<file path="config.mk">
export PLATFORM = sky130hd
export DESIGN_NAME = tug_of_war_ctrl_flat
export DESIGN_NICKNAME = d
export VERILOG_FILES = /design/src/rtl/tug_of_war_ctrl_if.sv /design/src/rtl/tug_of_war_ctrl.sv /design/src/flat_wrapper.sv
export SDC_FILE = /design/constraint.sdc
export NUM_CORES = 1
export LEC_CHECK = 0
export BUFFER_PORTS_ARGS = -buffer_cell sky130_fd_sc_hd__buf_2
export CELL_PAD_IN_SITES_DETAIL_PLACEMENT = 1
export CELL_PAD_IN_SITES_GLOBAL_PLACEMENT = 2
export CORE_ASPECT_RATIO = 1.25
export CORE_UTILIZATION = 35
export DETAILED_ROUTE_END_ITERATION = 8
export GPL_TIMING_DRIVEN = 0
export PLACE_DENSITY_LB_ADDON = 0.25
export SYNTH_ARGS = -nofsm -noshare
export SYNTH_HDL_FRONTEND = slang
export SYNTH_SLANG_ARGS = --single-unit
</file>
<file path="constraint.sdc">
create_clock -name clk -period 2.7 [get_ports clk]
set_input_delay 0.54 -clock clk [delete_from_list [all_inputs] [get_ports clk]]
set_output_delay 0.54 -clock clk [all_outputs]
set_load 0.01 [all_outputs]
</file>
<file path="src/rtl/tug_of_war_ctrl_if.sv">
// Tug-of-war controller bus: player keys, playfield end lights and the
// game outputs bundled together. "master" is the environment side that
// supplies keys and end lights; "slave" is the controller.
interface tug_of_war_ctrl_if;
  logic       key_l;
  logic       key_r;
  logic       end_l_on;
  logic       end_r_on;
  logic [2:0] cpu_level;
  logic       L;
  logic       R;
  logic       field_reset;
  logic [2:0] score_l;
  logic [2:0] score_r;
  logic       win_l;
  logic       win_r;
  logic       game_over;

  modport master (
    output key_l, key_r, end_l_on, end_r_on, cpu_level,
    input  L, R, field_reset, score_l, score_r, win_l, win_r, game_over
  );

  modport slave (
    input  key_l, key_r, end_l_on, end_r_on, cpu_level,
    output L, R, field_reset, score_l, score_r, win_l, win_r, game_over
  );
endinterface

</file>
<file path="src/rtl/tug_of_war_ctrl.sv">
// Tug-of-war game sequencer.
// Turns key levels into one-cycle presses, forwards them to the playfield
// while a round is live, scores round wins from the end lights, recenters
// the field between rounds and declares the match winner.
// Optional build macro CPU_PLAYER_EN: the right player becomes an LFSR-driven
// computer whose press rate is set by cpu_level; key_r is then ignored.
module tug_of_war_ctrl #(
  parameter int MAX_SCORE     = 7,
  parameter int FIELD_RST_CYC = 2,
  parameter int HOLD_CYC      = 4
) (
  input  logic              clk,
  input  logic              reset,
  tug_of_war_ctrl_if.slave  bus
);

  localparam int CNT_MAX = (FIELD_RST_CYC > HOLD_CYC) ? FIELD_RST_CYC : HOLD_CYC;
  localparam int CNT_W   = $clog2(CNT_MAX + 1);
  localparam logic [CNT_W-1:0] FIELD_LAST = CNT_W'(FIELD_RST_CYC - 1);
  localparam logic [CNT_W-1:0] HOLD_LAST  = CNT_W'(HOLD_CYC - 1);
  localparam logic [CNT_W-1:0] CNT_ONE    = CNT_W'(1);
  localparam logic [2:0]       SCORE_MAX  = 3'(MAX_SCORE);

  typedef enum logic [1:0] {
    FIELD_RST,
    PLAY,
    WIN,
    OVER
  } state_t;

  state_t           state_q, state_d;
  logic [CNT_W-1:0] cnt_q, cnt_d;
  logic [2:0]       score_l_q, score_l_d;
  logic [2:0]       score_r_q, score_r_d;
  logic             win_l_q, win_l_d;
  logic             win_r_q, win_r_d;
  logic             game_over_q, game_over_d;
  logic             field_reset_q, field_reset_d;
  logic             key_l_q, key_l_d;

  logic             press_l;
  logic             press_r;
  logic             live;
  logic             round_win_l;
  logic             round_win_r;
  logic [2:0]       score_l_inc;
  logic [2:0]       score_r_inc;

`ifdef CPU_PLAYER_EN
  logic [9:0] lfsr_q, lfsr_d;
  logic       cpu_q, cpu_d;
  logic       cpu_raw;
  logic       unused_key_r;

  assign unused_key_r = bus.key_r;

  // Computer player: free-running LFSR compared against the aggressiveness threshold
  always_comb begin
    cpu_raw = (lfsr_q < {bus.cpu_level, 7'b0});
    cpu_d   = cpu_raw;
    lfsr_d  = {lfsr_q[8:0], lfsr_q[9] ^ lfsr_q[6]};
    press_r = cpu_raw & ~cpu_q;
  end

  // LFSR and previous-compare registers, seeded so the sequence never locks up
  always_ff @(posedge clk or posedge reset) begin
    if (reset) begin
      lfsr_q <= 10'h001;
      cpu_q  <= 1'b0;
    end else begin
      lfsr_q <= lfsr_d;
      cpu_q  <= cpu_d;
    end
  end
`else
  logic       key_r_q, key_r_d;
  logic [2:0] unused_cpu_level;

  assign unused_cpu_level = bus.cpu_level;

  // Right press is the rising edge of the right key level
  always_comb begin
    key_r_d = bus.key_r;
    press_r = bus.key_r & ~key_r_q;
  end

  // Right key history; resets high so a key held through reset gives no press
  always_ff @(posedge clk or posedge reset) begin
    if (reset) begin
      key_r_q <= 1'b1;
    end else begin
      key_r_q <= key_r_d;
    end
  end
`endif

  // Left press detect plus round-win qualification and saturating increments
  always_comb begin
    key_l_d     = bus.key_l;
    press_l     = bus.key_l & ~key_l_q;
    live        = (state_q == PLAY);
    round_win_l = live & bus.end_l_on & ~bus.end_r_on & press_l & ~press_r;
    round_win_r = live & bus.end_r_on & ~bus.end_l_on & press_r & ~press_l;
    score_l_inc = (score_l_q >= SCORE_MAX) ? SCORE_MAX : score_l_q + 3'd1;
    score_r_inc = (score_r_q >= SCORE_MAX) ? SCORE_MAX : score_r_q + 3'd1;
  end

  // Next-state and registered-output logic for the round sequencer
  always_comb begin
    state_d       = state_q;
    cnt_d         = cnt_q;
    score_l_d     = score_l_q;
    score_r_d     = score_r_q;
    win_l_d       = win_l_q;
    win_r_d       = win_r_q;
    game_over_d   = game_over_q;
    field_reset_d = field_reset_q;
    unique case (state_q)
      FIELD_RST: begin
        if (cnt_q == FIELD_LAST) begin
          state_d       = PLAY;
          cnt_d         = '0;
          field_reset_d = 1'b0;
        end else begin
          cnt_d = cnt_q + CNT_ONE;
        end
      end
      PLAY: begin
        if (round_win_l) begin
          score_l_d = score_l_inc;
          win_l_d   = 1'b1;
          cnt_d     = '0;
          if (score_l_inc == SCORE_MAX) begin
            state_d     = OVER;
            game_over_d = 1'b1;
          end else begin
            state_d = WIN;
          end
        end else if (round_win_r) begin
          score_r_d = score_r_inc;
          win_r_d   = 1'b1;
          cnt_d     = '0;
          if (score_r_inc == SCORE_MAX) begin
            state_d     = OVER;
            game_over_d = 1'b1;
          end else begin
            state_d = WIN;
          end
        end
      end
      WIN: begin
        if (cnt_q == HOLD_LAST) begin
          state_d       = FIELD_RST;
          cnt_d         = '0;
          field_reset_d = 1'b1;
          win_l_d       = 1'b0;
          win_r_d       = 1'b0;
        end else begin
          cnt_d = cnt_q + CNT_ONE;
        end
      end
      OVER: begin
        state_d = OVER;
      end
      default: begin
        state_d       = FIELD_RST;
        cnt_d         = '0;
        field_reset_d = 1'b1;
      end
    endcase
  end

  // Sequencer state, scores, flags and left key history
  always_ff @(posedge clk or posedge reset) begin
    if (reset) begin
      state_q       <= FIELD_RST;
      cnt_q         <= '0;
      score_l_q     <= 3'd0;
      score_r_q     <= 3'd0;
      win_l_q       <= 1'b0;
      win_r_q       <= 1'b0;
      game_over_q   <= 1'b0;
      field_reset_q <= 1'b1;
      key_l_q       <= 1'b1;
    end else begin
      state_q       <= state_d;
      cnt_q         <= cnt_d;
      score_l_q     <= score_l_d;
      score_r_q     <= score_r_d;
      win_l_q       <= win_l_d;
      win_r_q       <= win_r_d;
      game_over_q   <= game_over_d;
      field_reset_q <= field_reset_d;
      key_l_q       <= key_l_d;
    end
  end

  assign bus.L           = live & press_l;
  assign bus.R           = live & press_r;
  assign bus.field_reset = field_reset_q;
  assign bus.score_l     = score_l_q;
  assign bus.score_r     = score_r_q;
  assign bus.win_l       = win_l_q;
  assign bus.win_r       = win_r_q;
  assign bus.game_over   = game_over_q;

endmodule

</file>
<file path="src/flat_wrapper.sv">
// flat-port wrapper written by rule: the top's interface ports become plain ports
module tug_of_war_ctrl_flat 
#(
  parameter int MAX_SCORE     = 7,
  parameter int FIELD_RST_CYC = 2,
  parameter int HOLD_CYC      = 4
)
  (clk, reset, bus_key_l, bus_key_r, bus_end_l_on, bus_end_r_on, bus_cpu_level, bus_L, bus_R, bus_field_reset, bus_score_l, bus_score_r, bus_win_l, bus_win_r, bus_game_over);
  tug_of_war_ctrl_if bus_i ();
  input  logic clk;
  input  logic reset;
  input wire logic [$bits(bus_i.key_l)-1:0] bus_key_l;
  input wire logic [$bits(bus_i.key_r)-1:0] bus_key_r;
  input wire logic [$bits(bus_i.end_l_on)-1:0] bus_end_l_on;
  input wire logic [$bits(bus_i.end_r_on)-1:0] bus_end_r_on;
  input wire logic [$bits(bus_i.cpu_level)-1:0] bus_cpu_level;
  output wire logic [$bits(bus_i.L)-1:0] bus_L;
  output wire logic [$bits(bus_i.R)-1:0] bus_R;
  output wire logic [$bits(bus_i.field_reset)-1:0] bus_field_reset;
  output wire logic [$bits(bus_i.score_l)-1:0] bus_score_l;
  output wire logic [$bits(bus_i.score_r)-1:0] bus_score_r;
  output wire logic [$bits(bus_i.win_l)-1:0] bus_win_l;
  output wire logic [$bits(bus_i.win_r)-1:0] bus_win_r;
  output wire logic [$bits(bus_i.game_over)-1:0] bus_game_over;
  assign bus_i.key_l = bus_key_l;
  assign bus_i.key_r = bus_key_r;
  assign bus_i.end_l_on = bus_end_l_on;
  assign bus_i.end_r_on = bus_end_r_on;
  assign bus_i.cpu_level = bus_cpu_level;
  assign bus_L = bus_i.L;
  assign bus_R = bus_i.R;
  assign bus_field_reset = bus_i.field_reset;
  assign bus_score_l = bus_i.score_l;
  assign bus_score_r = bus_i.score_r;
  assign bus_win_l = bus_i.win_l;
  assign bus_win_r = bus_i.win_r;
  assign bus_game_over = bus_i.game_over;
  tug_of_war_ctrl #(.MAX_SCORE(MAX_SCORE), .FIELD_RST_CYC(FIELD_RST_CYC), .HOLD_CYC(HOLD_CYC)) u_core (.clk(clk), .reset(reset), .bus(bus_i));
endmodule
</file>
# Yosys cells after proc, flatten, opt, wreduce, memory -nomap -nowiden
# Index checks and enable logic that the tools add are counted.
# op_classes
reduce_logical	14
order_cmp	2
addsub	3
eq_ne	14
n_mux	27
bitwise	19
# op_table
cell	n
3-bit 2-to-1 mux	6
1-bit AND	12
1-bit 2-to-1 mux	12
3-bit AND reduction	4
3-bit by 1-bit adder with 3-bit output, second input constant	3
3-bit case mux with 3 select lines	1
2-bit 2-to-1 mux	4
2-bit != test, second input constant	4
2-bit case mux with 4 select lines	1
4-bit AND reduction	2
2-bit nonzero test	4
1-bit NOT	7
3-bit equality test, second input constant	2
3-bit greater-or-equal comparator, second input constant	2
1-bit case mux with 2 select lines	3
2-bit equality test, second input constant	2
2-bit by 1-bit != test with 1-bit output, second input constant	2
2-bit AND reduction	2
3-bit by 1-bit equality test with 1-bit output, second input constant	1
3-bit by 2-bit equality test with 1-bit output, second input constant	1
3-bit != test, second input constant	1
3-bit nonzero test	1
2-bit by 1-bit equality test with 1-bit output, second input constant	1
2-bit logical NOT	1
# word_totals
reg_bits	17
elab_cells	89
out_inout_bits	12
in_bits	9

# Longest topological paths before layout
# Gate-level depths: netlist of run 1.
# logic_depth
ltp_word	8
mapped_depth	8

# Worst setup path before layout of run 1
# OpenSTA, ideal clock, no wires.
# synth_timing
path_kind	input port to flip-flop
startpoint	input bus_key_r
endpoint	register u_core.cnt_q[0]
n_path_buf	0
setup_time_ns	0.127
t_arrival_ns	1.791
path_slack_ns	0.782
stages	5
required_time_ns	2.573
path_cell_list	nor2b_4 or4b_4 nand3_1 o31a_2 mux2_1
# synth_between
elab_chain_cells	5
# synth_rtl
element	line	rtl
from (decl)	flat_wrapper.sv:13	input wire logic [$bits(bus_i.key_r)-1:0] bus_key_r;
1-bit AND (*)	tug_of_war_ctrl.sv:84	press_r = bus.key_r & ~key_r_q;
1-bit AND or 1-bit NOT (tied branches)	tug_of_war_ctrl.sv:103, tug_of_war_ctrl.sv:102	
1-bit AND, on equally long branches	tug_of_war_ctrl.sv:103, tug_of_war_ctrl.sv:102	
3-bit != test (no line) or 3-bit 2-to-1 mux (tied branches)	--	
2-bit AND reduction (no line) or 3-bit case mux with 3 select lines (tied branches)	--	
to (signal assigned)	tug_of_war_ctrl.sv:187	cnt_q <= cnt_d;
to (decl)	tug_of_war_ctrl.sv:32	logic [CNT_W-1:0] cnt_q, cnt_d;
# Every way passes the cells marked *; elsewhere a longest branch is shown, timed or not.
# A chain may end at the register's enable or synchronous reset.

# Final worst setup path of run 1
# layout_timing
startpoint	register u_core.state_q[1]
endpoint	output bus_L
# layout_between
elab_chain_cells	2
# layout_rtl
element	line	rtl
from (decl)	tug_of_war_ctrl.sv:31	state_t state_q, state_d;
from (signal assigned)	tug_of_war_ctrl.sv:186	state_q <= state_d;
2-bit by 1-bit equality test with 1-bit output	tug_of_war_ctrl.sv:101	live = (state_q == PLAY);
1-bit AND	tug_of_war_ctrl.sv:198	assign bus.L = live & press_l;
to (decl)	flat_wrapper.sv:17	output wire logic [$bits(bus_i.L)-1:0] bus_L;
# Every way passes these cells.

==> results of run 1 <==
## layout by cell type (no fill, tap or decap), types with 2 or more instances in the layout
| cell | instances |
|---|---|
| a21oi_1 | 8 |
| buf_2 | 18 |
| clkbuf_1 | 4 |
| clkbuf_4 | 3 |
| dfrtp_1 | 14 |
| dfstp_2 | 3 |
| ha_1 | 12 |
| inv_1 | 11 |
| mux2_1 | 2 |
| mux2i_1 | 2 |
| nand2_1 | 12 |
| nand3_1 | 4 |
| nor2_1 | 9 |
| o21ai_0 | 2 |
| o22ai_1 | 5 |
| o2bb2ai_1 | 2 |
## cell usage after synthesis, drive strengths merged (2+ instances only)
master / count / area, um^2
dfrtp: 14 / 350
ha: 12 / 150
nand2: 12 / 45.0
inv: 11 / 41.3
nor2: 9 / 33.8
a21oi: 8 / 40.0
o22ai: 5 / 31.3
nand3: 4 / 20.0
clkbuf: 3 / 11.3
dfstp: 3 / 78.8
mux2: 3 / 33.8
mux2i: 2 / 20.0
nand2b: 2 / 20.0
nor2b: 2 / 20.0
o21ai: 2 / 10.0
o2bb2ai: 2 / 17.5
or2: 2 / 12.5
## registers in the layout, summed over array words and instances, names as in the netlist
| name | cells |
|---|---|
| u_core.key_l_q | 1 |
| u_core.key_r_q | 1 |
| u_core.bus.win_r | 1 |
| u_core.bus.win_l | 1 |
| u_core.bus.field_reset | 1 |
| u_core.bus.game_over | 1 |
| u_core.bus.score_l | 3 |
| u_core.cnt_q | 3 |
| u_core.bus.score_r | 3 |
| u_core.state_q | 2 |
## final cells by class
type	count	area share, %
repair buffers	17	7.02
well taps	34	3.51
multi-input cells	78	47.1
inverters	11	3.41
clock buffers	4	2.17
plain buffers	4	1.34
flip-flops and latches	17	35.4
## power groups by stage
stage / logic, W / registers, W / clock network (W)
floorplan: 0.000563 / 0.000498 / 0
global placement: 0.000788 / 0.000482 / 0
detailed placement: 0.000817 / 0.000489 / 0
CTS: 0.000823 / 0.000484 / 0.000145
global route: 0.000928 / 0.000500 / 0.000153
finish: 0.000804 / 0.000481 / 0.000137
## cell families (layout without fill, tap and decap cells)
kind of cell / after synthesis / count (layout) / share of synthesized area, %
adder cells (fa/ha/maj): 12 / 12 / 14.2
AND/OR/NAND/NOR: 37 / 37 / 18.9
flip-flops: 17 / 17 / 40.6
AO/OA/AOI/OAI: 24 / 24 / 15.7
multiplexers: 5 / 5 / 5.09
buffers and inverters: 15 / 36 / 5.44
## through the flow
step	cell area [um^2]	hold WS [ps]	util [%]	power, W	cells
4_1_cts	1210	346	43.5	0.00145	165
3_3_place_gp	1180	461	42.5	0.00127	161
2_1_floorplan	1060	464	-	0.00106	110
6_report	1210	332	43.5	0.00142	165
3_5_place_dp	1180	461	42.5	0.00131	161
5_1_grt	1210	339	43.5	0.00158	165
## worst max-delay path, cell delays in order (launching register included)
cell,delay (ps)
dfrtp_1,410
inv_1,110
ha_1,150
clkbuf_1,290
inv_1,120
nor2_1,120
buf_2,130
## worst paths after layout
check | start | end
min in group clk | bus_key_r | u_core.key_r_q
worst min register to register | u_core.bus.game_over | u_core.bus.game_over
worst max register to register | u_core.state_q[1] | u_core.bus.score_r[0]
worst max-delay path | u_core.state_q[1] | bus_L
max in group asynchronous | reset | u_core.bus.score_l[0]
worst min-delay path | reset | u_core.cnt_q[1]
## routing by layer
| metal | wire (um) | vias up | share of wire, % |
|---|---|---|---|
| li1 | - | 422 | - |
| met1 | 1030 | 407 | 47 |
| met2 | 1120 | 7 | 51 |
| met3 | 41 | 2 | 1.9 |
| met4 | 19 | 0 | 0.86 |
| met5 | 0 | - | 0 |
==> implementation parameters, run 1 <==
Parameter                              Value

Critical path
  Cells on worst reg2reg path ... 7
  Signal arrival time at the worst endpoint ... 1620 ps
  Crit end category ... output pin
  Required time reported for the critical path endpoint ... 2160 ps
  Worst Path Class, Setup ... flop to output pin
  Nature of the critical path startpoint ... flop
  Peak fanout along the critical path ... 8
  Worst setup slack for register-to-register paths ... 750 ps

Global route
  GRT met1 Usage ... 18.6%
  Aggregate global routing overflow ... 0
  Vias in the first global route ... 893
  Largest net degree at the start of global routing ... 18
  Most crowded layer after global routing ... met2
  Overall track demand over capacity in global routing ... 15.9%
  Met3 Use GR ... 2.66%
  Met2 track demand over resource ... 27.5%
  Initial antenna violation count ... 0
  Wire length of the first global-routing pass ... 3870 um

Power
  Worst voltage drop across the vdd grid ... 498 uV
  Pleak ... 0.596 nW
  Sw Ratio ... 45.6%
  Power share of the sequential group ... 33.8%
  Share of total power in combinational logic ... 56.5%
  Net switching power of the design ... 0.000648 W
  Total internal power ... 0.000774 W
  Clock network power share ... 9.6%
  P per Cell Area ... 1170 nW/um^2

Hold path
  Worst hold path type ... input pin to async pin

Synthesis
  Commonest register cell after synthesis ... dfrtp_1
  Share of synthesized area occupied by flip-flops and latches ... 40.6%
  Syn Area/Cell ... 9.61 um^2
  Post-Synthesis Cells ... 110
  Async set-reset flop share out of synthesis ... 100%
  Area of the mapped netlist ... 1060 um^2
  Number of enable-type register cells in the synthesized netlist ... 0
  #FFs+latches synth ... 17
  Netlist cell types ... 35
  Warnings from Yosys ... 0
  Synthesized Nets ... 131

Cells and area
  Area delta synth->final ... 14.6%
  Area used by sequential logic in the layout ... 429 um^2
  Net count, final ... 153
  Area occupied by multi-input gates ... 571 um^2
  Fraction of final layout cells with drive strength greater than 1 ... 25.2%
  Filler cell count in the final layout ... 337
  Number of diodes added for antenna fixing ... 0

STA
  Final critical delay including setup and external delays ... 2160 ps
  Count of final setup violators ... 0
  Hold violation count in the final report ... 0
  Slew at the pin with the worst max-slew slack ... 673 ps
  Worst relative slew slack ... 55.1%
  Count of pins over their slew limit ... 0
  Maximum clock frequency ... 0.462 GHz
  RSZ-0062 raised after global routing ... no
  Final worst-path cycle share ... 80.1%
  Post-route clock skew ... 2.82 ps
  Final setup slack of the worst path ... 536 ps
  Setup TNS ... 0 ps

Clocking
  Total CTS buffers ... 3
  Number of instances resized during post-cts repair ... 0
  Maximum root-to-sink buffer count ... 2
  Number of post-CTS setup repair buffers ... 0
  Hold-fix buffers at CTS ... 0
  CTS tree ... built
  Deepest level of the CTS H-tree ... 1
  Clk sink count ... 17
  Clock latency of the later-clocked register in the worst-skew pair ... 290 ps
  Clock Pin Slew Worst Setup and Hold Paths ... 100 ps
  Library cell used as clock root buffer ... clkbuf_4

Placement
  Gp weighted congestion ... 0.733
  Port bufs ... 17
  Setup Slack @ Placement ... 559 ps
  HPWL after detailed placement ... 1730 um

Detailed routing
  Average vias per placed instance ... 5.08
  # DRC ... 0
  Antenna-violating nets left ... 0
  Vias ... 838
  DR pass1 iterations ... 1
  Total wirelength of the detailed-routed design ... 2200 um
  DRT iter0 DRCs ... 0
  Final routed wire length divided by cell count ... 13.4 um

Die
  Area of the core region ... 2790 um^2
  Number of top-level design ports ... 21
  Chip Width ... 51.2 um
  Full die area ... 3250 um^2
  Overall die height ... 63.5 um
  Effective utilization at floorplan ... 38.0%
  Total number of placement rows ... 21

Run
  Number of maximum-capacitance constraint violations ... 0

Outcome
  Outcome ... finished clean
(Power assumes the default switching activity.)
==> run 2, diff against run 1 <==
--- a/config.mk
+++ b/config.mk
@@ -9,7 +9,7 @@
 export CELL_PAD_IN_SITES_DETAIL_PLACEMENT = 1
 export CELL_PAD_IN_SITES_GLOBAL_PLACEMENT = 2
 export CORE_ASPECT_RATIO = 1.25
-export CORE_UTILIZATION = 35
+export CORE_UTILIZATION = 33
 export DETAILED_ROUTE_END_ITERATION = 8
 export GPL_TIMING_DRIVEN = 0
 export PLACE_DENSITY_LB_ADDON = 0.25
==> constraint.sdc (replaced) <==
create_clock -name clk -period 2.1 [get_ports clk]
set_input_delay 0.42 -clock clk [delete_from_list [all_inputs] [get_ports clk]]
set_output_delay 0.42 -clock clk [all_outputs]
set_load 0.01 [all_outputs]
==> implementation parameters, run 2 (same netlist as run 1, synthesis figures left out) <==
Parameter                              Value

Critical path
  Highest cell delay on the worst timing path ... 410 ps (about the same)
  Cell type with the highest occurrence count on the critical path ... inv_1
  Critical path, cell by cell ... inv_1, ha_1, inv_1, nor2_1, buf_2
  Nature of the critical path startpoint ... flop
  Buffer and inverter count on the worst path ... 3 (-1)
  Slowest library cell on the worst path ... dfrtp_1
  Logic depth of the worst path, buffers included ... 5 (-1)
  Signal arrival time at the worst endpoint ... 1540 ps (-80 ps)
  Cells on worst reg2reg path ... 5 (-2)
  Worst Path Class, Setup ... flop to output pin
  Peak fanout along the critical path ... 8 (unchanged)
  Crit end category ... output pin
  Required time reported for the critical path endpoint ... 1680 ps (-480 ps)
  Gate family responsible for the most delay along the worst path ... flip-flops

STA
  Count of pins over their slew limit ... 0 (unchanged)
  Final setup slack of the worst path ... 144 ps (-392 ps)
  Slew at the pin with the worst max-slew slack ... 669 ps (-3.96 ps)
  Worst relative slew slack ... 55.4% (+0.26 points)
  Post-route clock skew ... 10.6 ps (+7.76 ps)
  Maximum clock frequency ... 0.511 GHz
  RSZ-0062 raised after global routing ... no
  Hold violation count in the final report ... 0 (unchanged)
  Count of final setup violators ... 0 (unchanged)
  Final worst-path cycle share ... 93.1%
  Setup TNS ... 0 ps (unchanged)
  Final critical delay including setup and external delays ... 1960 ps

Detailed routing
  # DRC ... 0 (unchanged)
  Antenna-violating nets left ... 0 (unchanged)
  Total wirelength of the detailed-routed design ... 2180 um (-1.1%)
  Final routed wire length divided by cell count ... 13.1 um (-1.7%)
  Vias ... 837 (-0.12%)
  DR pass1 iterations ... 2 (+1)
  Average vias per placed instance ... 5.04 (-0.72%)
  DRT iter0 DRCs ... 10 (+10)

Clocking
  CTS tree ... built
  Clk sink count ... 17 (unchanged)
  Maximum root-to-sink buffer count ... 2 (unchanged)
  Clock Pin Slew Worst Setup and Hold Paths ... 110 ps (about the same)
  Clock latency of the later-clocked register in the worst-skew pair ... 290 ps (about the same)
  Library cell used as clock root buffer ... clkbuf_4
  Deepest level of the CTS H-tree ... 1 (unchanged)
  Hold-fix buffers at CTS ... 0 (unchanged)
  Total CTS buffers ... 3 (unchanged)

Die
  Effective utilization at floorplan ... 35.2% (-2.7 points)
  Chip Width ... 52.6 um (+2.9%)
  Area of the core region ... 3000 um^2 (+7.7%)
  Full die area ... 3440 um^2 (+5.8%)
  Total number of placement rows ... 22 (+4.8%)
  Number of top-level design ports ... 21 (unchanged)
  Overall die height ... 65.3 um (+2.9%)

Placement
  Post-placement cell area ... 1190 um^2 (+0.21%)
  HPWL after detailed placement ... 1720 um (-0.11%)
  Setup Slack @ Placement ... 63.3 ps (-496 ps)
  Port bufs ... 17 (unchanged)
  Gp weighted congestion ... 0.789 (+7.6%)

Cells and area
  Leading cell types in the layout, fill and taps excluded ... 18 x buf_2, 14 x dfrtp_1, 12 x nand2_1, 12 x ha_1, 11 x inv_1
  Fraction of final layout cells with drive strength greater than 1 ... 25.4% (+0.19 points)
  Most common library cell in the layout ignoring fill and taps ... buf_2
  Area delta synth->final ... 14.4%
  Area occupied by multi-input gates ... 571 um^2 (unchanged)
  Filler cell count in the final layout ... 370 (+9.8%)
  Number of diodes added for antenna fixing ... 0 (unchanged)
  Net count, final ... 152 (-0.65%)
  Final Cell Area ... 1210 um^2 (-0.10%)
  Area used by sequential logic in the layout ... 429 um^2 (unchanged)

Run
  Number of maximum-capacitance constraint violations ... 0 (unchanged)

Global route
  Vias in the first global route ... 809 (-9.4%)
  Aggregate global routing overflow ... 0 (unchanged)
  Largest net degree at the start of global routing ... 18 (unchanged)
  Overall track demand over capacity in global routing ... 14.6% (-1.3 points)
  Initial antenna violation count ... 0 (unchanged)
  Wire length of the first global-routing pass ... 3710 um (-4.1%)

Power
  Total Power Consumption ... 0.00182 W (+28%)
  Worst voltage drop across the vdd grid ... 711 uV (+43%)
  P per Cell Area ... 1510 nW/um^2 (+28%)
  Pleak ... 0.594 nW (-0.21%)

Hold path
  Worst hold path type ... input pin to async pin

Outcome
  Outcome ... finished clean
[run 2: path summary, 6_finish.rpt]
check	startpoint	endpoint	slack, ps
max	u_core.state_q[1]	bus_L	140
min	reset	u_core.cnt_q[2]	210
max reg2reg	u_core.key_r_q	u_core.cnt_q[0]	150
min reg2reg	u_core.bus.game_over	u_core.bus.game_over	480
max in group asynchronous	reset	u_core.state_q[1]	1460
min in group clk	bus_key_r	u_core.key_r_q	230
[run 2: timing repair]
| action | 4_1_cts | 5_1_grt |
|---|---|---|
| endpoints found under the setup margin | 1 | 0 |
| buffers inserted | 0 | 0 |
| resized for setup | 0 | 0 |
[run 2: report_power, final]
part | switching [W] | internal, W
Clock | 0.000101 | 0.0000737
Sequential | 0.000155 | 0.000466
Combinational | 0.000573 | 0.000456
Total | 0.000829 | 0.000996
[run 2: area by class of cell]
type | count | area share, %
tap | 36 | 3.72
multi-input combinational | 78 | 47.2
inverter | 11 | 3.41
clock buffer | 4 | 2.17
buffer | 3 | 1.03
timing repair buffer | 17 | 7.03
sequential | 17 | 35.5
[run 2: routing by layer]
metal | routed length [um] | global-route usage [%] | share of wire (%) | up-vias
li1 | - | - | - | 417
met1 | 984 | 17.4 | 45 | 410
met2 | 1140 | 25.2 | 52 | 8
met3 | 35 | 2.78 | 1.6 | 2
met4 | 20 | 5.92 | 0.92 | 0
met5 | 0 | 0 | 0 | -
[run 2: through the flow]
| stage | util [%] | std cells | hold WS, ps |
|---|---|---|---|
| 6_report | 40.3 | 166 | 209 |
| 5_1_grt | 40.3 | 166 | 208 |
| 4_1_cts | 40.3 | 166 | 222 |
| 3_5_place_dp | 39.6 | 163 | 456 |
| 3_3_place_gp | 39.6 | 163 | 455 |
| 2_1_floorplan | - | 110 | 344 |
==> run 3, diff against run 2 <==
==> constraint.sdc (replaced) <==
create_clock -name clk -period 1.89 [get_ports clk]
set_input_delay 0.378 -clock clk [delete_from_list [all_inputs] [get_ports clk]]
set_output_delay 0.378 -clock clk [all_outputs]
set_load 0.01 [all_outputs]
==> implementation parameters, run 3 (same netlist as run 1, synthesis figures left out) <==
Parameter                              Value

STA
  Count of pins over their slew limit ... 0 (unchanged)
  Post-route clock skew ... 8.28 ps (-2.30 ps)
  Worst relative slew slack ... 56.4% (+1.0 points)
  Final critical delay including setup and external delays ... 1870 ps
  Maximum clock frequency ... 0.534 GHz
  Slew at the pin with the worst max-slew slack ... 654 ps (-14.9 ps)
  Setup TNS ... 0 ps (unchanged)
  Hold violation count in the final report ... 0 (unchanged)
  RSZ-0062 raised after global routing ... yes
  Final setup slack of the worst path ... 16.3 ps (-128 ps)
  Final worst-path cycle share ... 99.1%
  Count of final setup violators ... 0 (unchanged)

Placement
  Post-placement cell area ... 1190 um^2 (unchanged)
  Gp weighted congestion ... 0.789 (unchanged)
  Setup Slack @ Placement ... -147 ps (-210 ps)
  HPWL after detailed placement ... 1720 um (unchanged)
  Port bufs ... 17 (unchanged)
  Placed Cells incl. Taps ... 163 (unchanged)

Die
  Effective utilization at floorplan ... 35.2% (unchanged)
  Full die area ... 3440 um^2 (unchanged)
  Number of top-level design ports ... 21 (unchanged)
  Area of the core region ... 3000 um^2 (unchanged)
  Overall die height ... 65.3 um (unchanged)
  Chip Width ... 52.6 um (unchanged)
  Total number of placement rows ... 22 (unchanged)

Cells and area
  Fraction of final layout cells with drive strength greater than 1 ... 31.3% (+5.9 points)
  Net count, final ... 153 (+0.66%)
  Area occupied by multi-input gates ... 606 um^2 (+6.1%)
  Number of diodes added for antenna fixing ... 0 (unchanged)
  Most common library cell in the layout ignoring fill and taps ... buf_2
  Filler cell count in the final layout ... 367 (-0.81%)
  Area delta synth->final ... 19.3%
  Area used by sequential logic in the layout ... 432 um^2 (+0.58%)
  Final Cell Area ... 1260 um^2 (+4.2%)
  Non-filler instance count after layout ... 167 (+0.60%)
  Leading cell types in the layout, fill and taps excluded ... 17 x buf_2, 12 x nand2_1, 12 x dfrtp_1
  Finished Core Util ... 42.0% (+1.7 points)

Critical path
  Crit end category ... flop
  Worst Path Class, Setup ... flop to flop
  Logic depth of the worst path, buffers included ... 6 (+1)
  Cells on worst reg2reg path ... 6 (+1)
  Required time reported for the critical path endpoint ... 2070 ps (+390 ps)
  Nature of the critical path startpoint ... flop
  Critical path, cell by cell ... nor2b_4, or4b_4, or2_0, buf_4, a211oi_2, mux2i_1
  Gate family responsible for the most delay along the worst path ... simple AND/OR/NAND/NOR gates
  Highest cell delay on the worst timing path ... 560 ps (+150 ps)
  Signal arrival time at the worst endpoint ... 2050 ps (+510 ps)
  Slowest library cell on the worst path ... dfstp_2
  Buffer and inverter count on the worst path ... 1 (-2)
  Peak fanout along the critical path ... 7 (-1)

Detailed routing
  Average vias per placed instance ... 5.07 (+0.59%)
  Final routed wire length divided by cell count ... 13.4 um (+2.3%)
  Total wirelength of the detailed-routed design ... 2240 um (+2.9%)
  # DRC ... 0 (unchanged)
  DRT iter0 DRCs ... 2 (-8)
  Antenna-violating nets left ... 0 (unchanged)
  DR pass1 iterations ... 4 (+2)
  Vias ... 847 (+1.2%)

Power
  P per Cell Area ... 1680 nW/um^2 (+11%)
  Pleak ... 0.610 nW (+2.6%)
  Worst voltage drop across the vdd grid ... 813 uV (+14%)

Outcome
  Outcome ... finished clean

Clocking
  Library cell used as clock root buffer ... clkbuf_4
  Clock latency of the later-clocked register in the worst-skew pair ... 290 ps (about the same)
  CTS tree ... built
  Maximum root-to-sink buffer count ... 2 (unchanged)
  Deepest level of the CTS H-tree ... 1 (unchanged)
  Clock Pin Slew Worst Setup and Hold Paths ... 100 ps (about the same)
  Total CTS buffers ... 3 (unchanged)
  Clk sink count ... 17 (unchanged)

Hold path
  Worst hold path type ... input pin to async pin

Global route
  Wire length of the first global-routing pass ... 3740 um (+0.73%)
  Vias in the first global route ... 814 (+0.62%)
  Largest net degree at the start of global routing ... 18 (unchanged)
  Aggregate global routing overflow ... 0 (unchanged)
  Initial antenna violation count ... 0 (unchanged)
  Overall track demand over capacity in global routing ... 14.7% (+0.095 points)

Run
  Number of maximum-capacitance constraint violations ... 0 (unchanged)
## run 3: worst register-to-register path, stage by stage (launching register included)
cell and delay [ps]:
dfstp_2 560, nor2b_4 40, or4b_4 520, or2_0 240, buf_4 160, a211oi_2 140, mux2i_1 100
## run 3: cell type report
class                   count  share of cell area, %
multi-input cells          78                   48.0
clock buffers               4                   2.08
flip-flops and latches     17                   34.2
repair buffers             19                   7.94
plain buffers               2                  0.893
inverters                  11                   3.27
well taps                  36                   3.57
## run 3: final timing paths
check | startpoint | end | slack (ps)
worst min-delay path | reset | u_core.cnt_q[2] | 160
worst max-delay path | u_core.key_r_q | u_core.bus.score_l[0] | 20
max in group asynchronous | reset | u_core.bus.score_r[0] | 1270
worst min register to register | u_core.bus.game_over | u_core.bus.game_over | 480
min in group clk | bus_key_r | u_core.key_r_q | 190
worst max register to register | u_core.key_r_q | u_core.bus.score_l[0] | 20
## run 3: timing repair
action / CTS / global route
pin swaps: 1 / 1
hold buffers: 0 / 0
gates cloned: 0 / 0
gates resized for setup: 3 / 7
buffers inserted: 0 / 2
endpoints found under the setup margin: 10 / 10
## run 3: where the power goes
group | leakage [nW] | total (W) | internal [W] | switching, W
combinational | 0.404 | 0.00121 | 0.000557 | 0.000656
sequential | 0.191 | 0.000708 | 0.000522 | 0.000186
clock | 0.0150 | 0.000197 | 0.0000819 | 0.000115
total | 0.610 | 0.00212 | 0.00116 | 0.000957
## run 3: through the flow
stage	total power, W	hold WS (ps)
after detailed placement	0.00186	456
after global routing	0.00234	166
after floorplan	0.00152	302
after global placement	0.00180	455
after CTS	0.00209	180
final	0.00212	160
## run 3: per-layer routing
layer,part of all wire (%),up-vias,global-route usage (%)
li1,-,421,-
met1,45,416,17.7
met2,52,8,25.2
met3,1.5,2,2.78
met4,0.94,0,5.92
met5,0,-,0
